### src/rtl/gpc_pkg.sv
// gpc_pkg: shared definitions for the gpc_mc multi-cycle RV32I/E core.
//   - RV32 opcode, funct3 and funct7 constants for the supported subset
//   - FSM state enum (StFetch, StExec, StHalt)
//   - ALU operation enum and the ALU evaluation function
package gpc_pkg;

    // Major opcodes
    localparam logic [6:0] OpLui    = 7'b0110111;
    localparam logic [6:0] OpAuipc  = 7'b0010111;
    localparam logic [6:0] OpJal    = 7'b1101111;
    localparam logic [6:0] OpJalr   = 7'b1100111;
    localparam logic [6:0] OpImm    = 7'b0010011;
    localparam logic [6:0] OpReg    = 7'b0110011;
    localparam logic [6:0] OpSystem = 7'b1110011;

    // funct3 for OP / OP-IMM
    localparam logic [2:0] F3AddSub = 3'b000;
    localparam logic [2:0] F3Sll    = 3'b001;
    localparam logic [2:0] F3Slt    = 3'b010;
    localparam logic [2:0] F3Sltu   = 3'b011;
    localparam logic [2:0] F3Xor    = 3'b100;
    localparam logic [2:0] F3SrlSra = 3'b101;
    localparam logic [2:0] F3Or     = 3'b110;
    localparam logic [2:0] F3And    = 3'b111;

    localparam logic [6:0] F7Base = 7'b0000000;
    localparam logic [6:0] F7Alt  = 7'b0100000;

    localparam logic [31:0] EbreakInst = 32'h0010_0073;

    typedef enum logic [1:0] {
        StFetch,
        StExec,
        StHalt
    } gpc_state_e;

    typedef enum logic [3:0] {
        AluAdd,
        AluSub,
        AluSll,
        AluSlt,
        AluSltu,
        AluXor,
        AluSrl,
        AluSra,
        AluOr,
        AluAnd
    } alu_op_e;

    function automatic logic [31:0] alu_calc(input alu_op_e op, input logic [31:0] a,
                                             input logic [31:0] b);
        logic [31:0] res;
        unique case (op)
            AluAdd:  res = a + b;
            AluSub:  res = a - b;
            AluSll:  res = a << b[4:0];
            AluSlt:  res = {31'b0, $signed(a) < $signed(b)};
            AluSltu: res = {31'b0, a < b};
            AluXor:  res = a ^ b;
            AluSrl:  res = a >> b[4:0];
            AluSra:  res = $signed(a) >>> b[4:0];
            AluOr:   res = a | b;
            AluAnd:  res = a & b;
            default: res = a + b;
        endcase
        return res;
    endfunction

endpackage

### src/rtl/gpc_regfile.sv
// gpc_regfile: NREG x 32-bit general-purpose registers, x0 hardwired to zero.
//   clk, rst            clock, asynchronous active-low reset (clears all registers)
//   raddr1/rdata1       combinational read port 1
//   raddr2/rdata2       combinational read port 2
//   we/waddr/wdata      synchronous write port (writes to x0 are dropped)
//   a0                  live value of x10
// Only the low $clog2(NREG) index bits are decoded, so with NREG=16 bit 4 is ignored.
module gpc_regfile #(
    parameter int unsigned NREG = 32
) (
    input  logic        clk,
    input  logic        rst,
    input  logic [4:0]  raddr1,
    output logic [31:0] rdata1,
    input  logic [4:0]  raddr2,
    output logic [31:0] rdata2,
    input  logic        we,
    input  logic [4:0]  waddr,
    input  logic [31:0] wdata,
    output logic [31:0] a0
);

    localparam int unsigned AW = $clog2(NREG);

    logic [31:0] regs_q [1:NREG-1];

    logic [AW-1:0] ra1, ra2, wa;
    assign ra1 = raddr1[AW-1:0];
    assign ra2 = raddr2[AW-1:0];
    assign wa  = waddr[AW-1:0];

    always_ff @(posedge clk or negedge rst) begin
        if (!rst) begin
            for (int i = 1; i < NREG; i++) regs_q[i] <= '0;
        end else if (we) begin
            for (int i = 1; i < NREG; i++) begin
                if (wa == AW'(i)) regs_q[i] <= wdata;
            end
        end
    end

    assign rdata1 = (ra1 == '0) ? '0 : regs_q[ra1];
    assign rdata2 = (ra2 == '0) ? '0 : regs_q[ra2];
    assign a0     = regs_q[10];

endmodule

### src/rtl/gpc_mc.sv
// gpc_mc: minimal multi-cycle RV32I/RV32E core (FETCH -> EXEC, >= 2 cycles/instr).
//   clk, rst        clock, asynchronous active-low reset
//   inst_req, pc    fetch request and the address being fetched
//   inst_valid,inst instruction word returned for pc (only sampled in FETCH)
//   retire          one-cycle pulse per completed instruction
//   a0              live value of x10
//   ebreak          sticky, set when EBREAK executes (core halts)
//   illegal         sticky illegal-instruction flag, only with GPC_ILLEGAL_TRAP_EN
// Build option: `define GPC_ILLEGAL_TRAP_EN to trap (halt) on unsupported encodings or
// register indices >= NREG; otherwise those encodings retire as NOPs.
module gpc_mc
    import gpc_pkg::*;
#(
    parameter logic [31:0] RESET_PC = 32'h8000_0000,
    parameter int unsigned NREG     = 32
) (
    input  logic        clk,
    input  logic        rst,
    output logic        inst_req,
    output logic [31:0] pc,
    input  logic        inst_valid,
    input  logic [31:0] inst,
    output logic        retire,
    output logic [31:0] a0,
`ifdef GPC_ILLEGAL_TRAP_EN
    output logic        illegal,
`endif
    output logic        ebreak
);

    gpc_state_e  state_q;
    logic [31:0] pc_q, ir_q;
    logic        inst_req_q, retire_q, ebreak_q;

    // Instruction fields
    logic [6:0] opcode, funct7;
    logic [2:0] funct3;
    logic [4:0] rd, rs1, rs2;
    assign opcode = ir_q[6:0];
    assign rd     = ir_q[11:7];
    assign funct3 = ir_q[14:12];
    assign rs1    = ir_q[19:15];
    assign rs2    = ir_q[24:20];
    assign funct7 = ir_q[31:25];

    logic [31:0] i_imm, u_imm, j_imm;
    assign i_imm = {{20{ir_q[31]}}, ir_q[31:20]};
    assign u_imm = {ir_q[31:12], 12'b0};
    assign j_imm = {{12{ir_q[31]}}, ir_q[19:12], ir_q[20], ir_q[30:21], 1'b0};

    logic [31:0] rs1_data, rs2_data, pc_plus4;
    assign pc_plus4 = pc_q + 32'd4;

    // Decode
    alu_op_e     alu_op;
    logic [31:0] op_a, op_b, jalr_sum, next_pc, wdata;
    logic        wen, link, is_ebreak, enc_ok, legal;

    assign jalr_sum = rs1_data + i_imm;

    always_comb begin
        alu_op    = AluAdd;
        op_a      = rs1_data;
        op_b      = i_imm;
        wen       = 1'b0;
        link      = 1'b0;
        is_ebreak = 1'b0;
        enc_ok    = 1'b1;
        next_pc   = pc_plus4;
        unique case (opcode)
            OpLui: begin
                op_a = '0;
                op_b = u_imm;
                wen  = 1'b1;
            end
            OpAuipc: begin
                op_a = pc_q;
                op_b = u_imm;
                wen  = 1'b1;
            end
            OpJal: begin
                wen     = 1'b1;
                link    = 1'b1;
                next_pc = pc_q + j_imm;
            end
            OpJalr: begin
                wen     = 1'b1;
                link    = 1'b1;
                enc_ok  = (funct3 == 3'b000);
                next_pc = {jalr_sum[31:1], 1'b0};
            end
            OpImm: begin
                wen = 1'b1;
                unique case (funct3)
                    F3AddSub: alu_op = AluAdd;
                    F3Slt:    alu_op = AluSlt;
                    F3Sltu:   alu_op = AluSltu;
                    F3Xor:    alu_op = AluXor;
                    F3Or:     alu_op = AluOr;
                    F3And:    alu_op = AluAnd;
                    F3Sll: begin
                        alu_op = AluSll;
                        enc_ok = (funct7 == F7Base);
                    end
                    F3SrlSra: begin
                        alu_op = (funct7 == F7Alt) ? AluSra : AluSrl;
                        enc_ok = (funct7 == F7Base) || (funct7 == F7Alt);
                    end
                    default: enc_ok = 1'b0;
                endcase
            end
            OpReg: begin
                wen  = 1'b1;
                op_b = rs2_data;
                if (funct7 == F7Base) begin
                    unique case (funct3)
                        F3AddSub: alu_op = AluAdd;
                        F3Sll:    alu_op = AluSll;
                        F3Slt:    alu_op = AluSlt;
                        F3Sltu:   alu_op = AluSltu;
                        F3Xor:    alu_op = AluXor;
                        F3SrlSra: alu_op = AluSrl;
                        F3Or:     alu_op = AluOr;
                        F3And:    alu_op = AluAnd;
                        default:  enc_ok = 1'b0;
                    endcase
                end else if (funct7 == F7Alt && funct3 == F3AddSub) begin
                    alu_op = AluSub;
                end else if (funct7 == F7Alt && funct3 == F3SrlSra) begin
                    alu_op = AluSra;
                end else begin
                    enc_ok = 1'b0;
                end
            end
            OpSystem: begin
                if (ir_q == EbreakInst) is_ebreak = 1'b1;
                else                    enc_ok    = 1'b0;
            end
            default: enc_ok = 1'b0;
        endcase
    end

    assign wdata = link ? pc_plus4 : alu_calc(alu_op, op_a, op_b);

`ifdef GPC_ILLEGAL_TRAP_EN
    logic illegal_q, bad_idx, use_rd, use_rs1, use_rs2;

    always_comb begin
        use_rd  = (opcode == OpLui) || (opcode == OpAuipc) || (opcode == OpJal) ||
                  (opcode == OpJalr) || (opcode == OpImm) || (opcode == OpReg);
        use_rs1 = (opcode == OpJalr) || (opcode == OpImm) || (opcode == OpReg);
        use_rs2 = (opcode == OpReg);
        // Only RV32E can have out-of-range indices (bit 4 set)
        bad_idx = (NREG < 32) &&
                  ((use_rd && rd[4]) || (use_rs1 && rs1[4]) || (use_rs2 && rs2[4]));
    end

    assign legal   = enc_ok && !bad_idx;
    assign illegal = illegal_q;
`else
    assign legal = enc_ok;
`endif

    logic rf_we;
    assign rf_we = (state_q == StExec) && wen && legal && !is_ebreak;

    gpc_regfile #(
        .NREG (NREG)
    ) u_regfile (
        .clk    (clk),
        .rst    (rst),
        .raddr1 (rs1),
        .rdata1 (rs1_data),
        .raddr2 (rs2),
        .rdata2 (rs2_data),
        .we     (rf_we),
        .waddr  (rd),
        .wdata  (wdata),
        .a0     (a0)
    );

    // Control FSM with registered outputs
    always_ff @(posedge clk or negedge rst) begin
        if (!rst) begin
            state_q    <= StFetch;
            pc_q       <= RESET_PC;
            ir_q       <= '0;
            inst_req_q <= 1'b1;
            retire_q   <= 1'b0;
            ebreak_q   <= 1'b0;
`ifdef GPC_ILLEGAL_TRAP_EN
            illegal_q  <= 1'b0;
`endif
        end else begin
            retire_q <= 1'b0;
            unique case (state_q)
                StFetch: begin
                    if (inst_valid) begin
                        ir_q       <= inst;
                        inst_req_q <= 1'b0;
                        state_q    <= StExec;
                    end
                end
                StExec: begin
                    if (is_ebreak) begin
                        ebreak_q <= 1'b1;
                        state_q  <= StHalt;
`ifdef GPC_ILLEGAL_TRAP_EN
                    end else if (!legal) begin
                        illegal_q <= 1'b1;
                        state_q   <= StHalt;
`endif
                    end else begin
                        // Unsupported encodings land here only without the trap build: NOP
                        pc_q       <= legal ? next_pc : pc_plus4;
                        retire_q   <= 1'b1;
                        inst_req_q <= 1'b1;
                        state_q    <= StFetch;
                    end
                end
                StHalt: ;
                default: state_q <= StHalt;
            endcase
        end
    end

    assign inst_req = inst_req_q;
    assign pc       = pc_q;
    assign retire   = retire_q;
    assign ebreak   = ebreak_q;

endmodule

### config.mk
export PLATFORM = sky130hd
export DESIGN_NAME = gpc_mc
export DESIGN_NICKNAME = d
export VERILOG_FILES = /design/src/rtl/gpc_pkg.sv /design/src/rtl/gpc_regfile.sv /design/src/rtl/gpc_mc.sv
export SDC_FILE = /design/constraint.sdc
export NUM_CORES = 2
export LEC_CHECK = 0
export CAP_MARGIN = 20
export CORE_MARGIN = 2
export CORE_UTILIZATION = 55
export DETAILED_ROUTE_END_ITERATION = 10
export GPL_TIMING_DRIVEN = 0
export PLACE_DENSITY_LB_ADDON = 0.05
export REMOVE_ABC_BUFFERS = 1
export SETUP_SLACK_MARGIN = 0.5
export SLEW_MARGIN = 30
export SYNTH_ARGS = -nofsm -noshare
export SYNTH_HDL_FRONTEND = slang
export SYNTH_SLANG_ARGS = --single-unit
### constraint.sdc
create_clock -name clk -period 7.3 [get_ports clk]
set_clock_uncertainty 0.05 [all_clocks]
set_input_delay 1.095 -clock clk [delete_from_list [all_inputs] [get_ports clk]]
set_output_delay 1.095 -clock clk [all_outputs]
set_load 0.05 [all_outputs]
# After elaboration in Yosys (flattened, before gate mapping)
# Memories as Yosys holds them, arrays and structs flattened.
# Index checks and enable logic that the tools add are counted.
[op_classes]
n_addsub = 5
n_lt_le_gt_ge = 4
n_eq_ne = 60
shift = 3
n_mux = 37
bitwise = 7
n_reduce_logical = 53
[op_table]
columns = ["operator", "count"]
rows = [
  ["binary-select mux 32 bit (select 5 bit)", 2],
  ["one-hot mux 32 bit (9 select lines)", 1],
  ["two-way mux 32 bit", 8],
  ["one-hot mux 32 bit (2 select lines)", 3],
  ["adder 32 bit", 3],
  ["equality test 5 bit, second input constant", 16],
  ["AND reduction 2 bit", 35],
  ["< comparator 32 bit", 2],
  ["equality test 5 x 4 -> 1 bit, second input constant", 8],
  ["adder 32 x 3 -> 32 bit, second input constant", 1],
  ["AND 32 bit", 1],
  ["equality test 32 x 21 -> 1 bit, second input constant", 1],
  ["OR 32 bit", 1],
  ["one-hot mux 4 bit (8 select lines)", 1],
  ["<< shifter 32 x 5 -> 32 bit", 1],
  [">> shifter 32 x 5 -> 32 bit", 1],
  [">>> shifter 32 x 5 -> 32 bit", 1],
  ["subtractor 32 bit", 1],
  ["bitwise XOR 32 bit", 1],
  ["equality test 7 x 6 -> 1 bit, second input constant", 3],
  ["equality test 7 bit, second input constant", 3],
  ["equality test 5 x 3 -> 1 bit, second input constant", 4],
  ["equality test 4 x 3 -> 1 bit, second input constant", 4],
  ["equality test 7 x 5 -> 1 bit, second input constant", 2],
  ["34 further kinds", 65],
]
[totals]
register_bits = 1061
rom_bits = 32
input_bits = 35
out_inout_bits = 67
wordCells = 207
mem_count = 1
[mem_list]
columns = ["memory", "words", "word_bits", "rd", "rd_ports_with_merged_regs", "write_ports", "line_no", "text"]
rows = [
  ["(name not given)", 8, 4, 1, 0, 0, "gpc_mc.sv:116", "unique case (funct3)"],
]

# Depth between registers and ports, before layout
[depth]
word_depth = 9
ltp_mapped = 30
mapped_depth_nobuf = 22

# By module
# Synthesis repeated with hierarchy kept, for this count alone.
[unflattened]
hier_cells = 6050
area_unflattened_um2 = 71314.6
[by_module_without_submodules]
columns = ["module", "instances", "cells_each", "area_per_inst_um2", "seq_area_each_um2"]
rows = [
  ["gpc_regfile", 1, 3593, 53826.6, 24823.8],
  ["gpc_mc", 1, 2457, 17488.0, 1704.1],
]

# Worst setup path before layout
# OpenSTA, ideal clock, no wires.
[synth_path]
path_kind = "reg2reg"
start = "register ir_q[20]"
end = "register u_regfile.regs_q[124] (netlist bit)"
setup_ns = 0.133
arrival_time_ns = 6.834
required_time_ns = 7.117
slack_ns = 0.283
path_stages_with_launch = 28
path_buffers = 10
period_less_slack_ns = 7.017
path_cell_list = "dfrtp_1 buf_6 buf_6 buf_6 buf_6 buf_4 clkbuf_1 buf_1 buf_2 mux4_2 mux4_2 nor2_1 o31ai_1 ha_1 clkbuf_1 nor2b_1 o211a_1 o31a_1 o21a_1 a31oi_1 o21ai_0 a311o_1 a221o_1 a211oi_1 a32oi_1 o21ai_0 clkbuf_1 o21ai_0"
[synth_between]
elab_chain_cells = 9
word_cells_on_any_way = 25
cone_classes = "add/sub: 2; eq/ne: 1; shift: 3; mux: 10; bitwise: 4; reduce/logical: 5"
[synth_lines]
columns = ["item", "line_no", "text"]
rows = [
  ["from (decl)", "gpc_mc.sv:32", "logic [31:0] pc_q, ir_q;"],
  ["from (signal assigned)", "gpc_mc.sv:199", "ir_q <= inst;"],
  ["NOT 5 -> 6 bit (implied by the code)", "gpc_regfile.sv:43", "assign rdata2 = (ra2 == '0) ? '0 : regs_q[ra2];"],
  ["binary-select mux 32 bit (select 5 bit)", "gpc_regfile.sv:43", ""],
  ["two-way mux 32 bit (implied by the code) (2 in a row)", "gpc_regfile.sv:43", ""],
  ["two-way mux 32 bit", "gpc_regfile.sv:43", ""],
  ["one-hot mux 32 bit (2 select lines)", "gpc_mc.sv:70", "unique case (opcode)"],
  ["adder 32 bit, or another cell as far along", "gpc_pkg.sv:54, gpc_pkg.sv:64", ""],
  ["one-hot mux 32 bit (9 select lines)", "gpc_pkg.sv:53", "unique case (op)"],
  ["two-way mux 32 bit", "gpc_mc.sv:143", "assign wdata = link ? pc_plus4 : alu_calc(alu_op, op_a, op_b);"],
  ["to (signal, indexed assignment)", "gpc_regfile.sv:37", "if (wa == AW'(i)) regs_q[i] <= wdata;"],
  ["to (decl)", "gpc_regfile.sv:25", "logic [31:0] regs_q [1:NREG-1];"],
]
# Several ways; a longest one is shown, not always the timed one. The select of a mux whose other input is x is not followed.
# A chain may end at the register's enable or synchronous reset.

# Worst setup path in the final report
[layout_path]
start = "register ir_q[20]"
end = "register u_regfile.regs_q[794] (netlist bit)"
# The elaborated chain is that of the path after synthesis.

==> flow_summary.json <==
{
  "synth-simple-area-share_pct": 10.0,
  "die_area_sq_um": 131000,
  "met1_usage_pct": 60.3,
  "numPortBuffers": 100,
  "finalCriticalPeriod_ns": 6.78,
  "synth_xor_area_share_pct": 1.44,
  "synth_top_family_by_area": "multiplexers",
  "cp-startpoint": "ir_q[20]",
  "layout_setup_ws_ns": 0.517,
  "maxCapViolations": 0,
  "utilization_pct": 64.3,
  "hpwl_microns": 210000,
  "core_sq_um": 127000,
  "ys_warn_count": 0,
  "vias": 61100,
  "dp.cells": 8176,
  "synth_compound_area_share_pct": 16.7,
  "fmax_mhz": 147,
  "crit_path_start_kind": "flip-flop",
  "critical_path_required_ns": 7.88,
  "grt_pass1_wl_microns": 424000,
  "path_class": "reg2reg",
  "synthAdderAreaFrac_pct": 3.00,
  "io_pins": 102,
  "synth-seq-cells": 1060,
  "clockBufferDepth": 3,
  "gp_congestion": 1.07,
  "die_w_microns": 362,
  "nets": 6992,
  "crit_slowest_cell": "dfrtp_4",
  "cp-end-kind": "flip-flop",
  "htree_levels": 3,
  "layoutNonFillerInstCount": 8549,
  "yosys.area.top_type": "dfrtp_1",
  "row_count": 131,
  "switchingPower_mw": 9.04,
  "clkTransAtPathRegs_ns": 0.06,
  "power_mw": 22.1,
  "synthCells": 6851,
  "met2_usage_pct": 65.4,
  "place_area_sq_um": 75300,
  "synth-edff-count": 0,
  "crit_fanout": 15,
  "holdWs_ns": 0.174,
  "yosys-top-cells-area": "dfrtp_1, mux4_2, mux2_2, mux2i_1, o21ai_0",
  "r2r_slack_ns": 0.52,
  "wl_per_cell_microns": 35.1,
  "antenna_left": 0,
  "yosys.cell_types.count": 113,
  "ys_seq_area_share_pct": 37.7,
  "yosys-mux-area-fraction_pct": 25.7,
  "hold_class": "in2async",
  "cts_made_buffers": 114,
  "critical-path-max-stage-delay_ns": 0.52,
  "hold_viol": 0,
  "viasPerCell": 7.15,
  "seq_power_share_pct": 30.1,
  "cts_tree": "done",
  "syn_area_sq_um": 70300,
  "cp.arrival_ns": 7.37,
  "first_iter_violations": 8240,
  "antenna_found_initial": 7,
  "power_leakage_nw": 36.2,
  "grt_use_total_pct": 45.0,
  "grt_pass1_vias": 58500,
  "initial_core_util_pct": 55.3,
  "cts.sinks": 1060,
  "cts-root-buf": "clkbuf_16",
  "synth-main-ff-cell": "dfrtp_1",
  "fp.dieH_microns": 362,
  "stdcell_area_sq_um": 81800,
  "status": "finished, final reports clean",
  "internal_power_mw": 13.1,
  "first_pass_iters": 6,
  "combPwrFrac_pct": 43.0,
  "syn_to_final_growth_pct": 16.4,
  "setup_viol": 0,
  "drive_gt1_share_pct": 25.6,
  "grt_overflow": 0,
  "post-place-ws_ns": -1.64,
  "rsz0062_at_grt": "no",
  "pwr-share-clk_pct": 27.0,
  "slew_headroom_pct": 25.6,
  "worst-slew-pin-transition_ns": 1.12,
  "synth_async_sr_flop_share_pct": 100,
  "tns_ns": 0,
  "timing.rr.start": "ir_q[20]",
  "drv_slew": 0,
  "yosysMostFrequentCell": "dfrtp_1",
  "grt_use_met3_pct": 12.4,
  "grt_max_degree": 128,
  "grt.busiest_layer": "met2",
  "sw_frac_of_total_pct": 40.9,
  "synth_top_area_share_pct": 37.6,
  "peakVddDrop_uv": 208,
  "wirelength_microns": 300000,
  "cellPowerDensity_nw_per_um2": 270,
  "synthTopCellsByCount": "dfrtp_1, nand2_1, o21ai_0",
  "drc": 0,
  "insertion_delay_ns": 0.81,
  "syn_area_per_cell_sq_um": 10.3,
  "crit_path_frequent_cell": "buf_16",
  "period_share_pct": 92.9
}
## power by group through the flow
stage,combinational [mW],clock [mW],sequential [mW]
finish,9.49,5.96,6.64
floorplan,4.33,0,6.98
global placement,7.19,0,7.26
global route,9.86,6.20,6.66
CTS,8.81,5.97,6.62
detailed placement,8.14,0,6.74
## metal layers
metal  routed length [microns]  share of wire [%]  vias to the layer above
li1                          -                  -                    25300
met1                    116000                 39                    30900
met2                    128000                 43                     3962
met3                     33900                 11                      994
met4                     22200                7.4                        4
met5                        81              0.027                        -
## kinds of logic (layout without fill, tap and decap cells)
group	count (synthesis)	count (layout)
AND/OR/NAND/NOR	1607	1607
buffers and inverters	780	810
XOR/XNOR	116	116
AO/OA/AOI/OAI	1837	1841
flip-flops	1060	1060
adder cells (fa/ha/maj)	166	166
multiplexers	1284	1284
other	1	3
## cell type report
class	count	area [sq um]
Timing Repair Buffer	468	6900
Antenna cell	2	5.00
Tap cell	1662	2080
Multi-Input combinational cell	5015	42000
Fill cell	10000	45400
Inverter	132	546
Clock buffer	180	3320
Sequential cell	1060	26600
Clock inverter	30	433
## worst max-delay path: cells and delay by family, from the launching register on
family | cells | cell delay [ns]
AO/OA/AOI/OAI | 11 | 2.78
adder cells (fa/ha/maj) | 2 | 0.74
buffers and inverters | 8 | 1.36
flip-flops | 1 | 0.52
multiplexers | 2 | 0.71
AND/OR/NAND/NOR | 3 | 0.42
## flip-flops by register name (all words and copies together), names as in the netlist
signal	flops
ebreak	1
inst_req	1
ir_q	32
pc	31
retire	1
state_q	2
u_regfile.a0	32
u_regfile.regs_q	960
## repair_timing
action	in CTS	in global routing
gates cloned	17	5
pin swaps	35	37
resized for setup	100	81
setup endpoints to repair	932	660
endpoints found under the hold margin	0	0
setup buffers	58	81
hold buffers	0	0
## layout by cell type (no fill, tap or decap), types with 66 or more instances in the layout
cell type,instances
a21o_1,66
a21oi_1,283
a22oi_1,187
buf_12,76
buf_16,82
buf_4,138
clkbuf_16,119
clkdlybuf4s50_1,99
dfrtp_1,1046
ha_1,145
inv_1,119
mux2_2,556
mux2i_1,347
mux4_2,351
nand2_1,850
nand3_1,78
nor2_1,266
nor3_1,95
o21ai_0,696
xnor2_1,75
## final timing paths
check / to / depth (start not counted)
worst min register to register: ebreak / 1
max in group asynchronous: u_regfile.regs_q[145] / 5
worst min-delay path: u_regfile.regs_q[705] / 1
worst max-delay path: u_regfile.regs_q[794] / 26
worst max register to register: u_regfile.regs_q[794] / 26
min in group clk: ebreak / 1
Note: power is estimated with default switching activity, not from simulation.
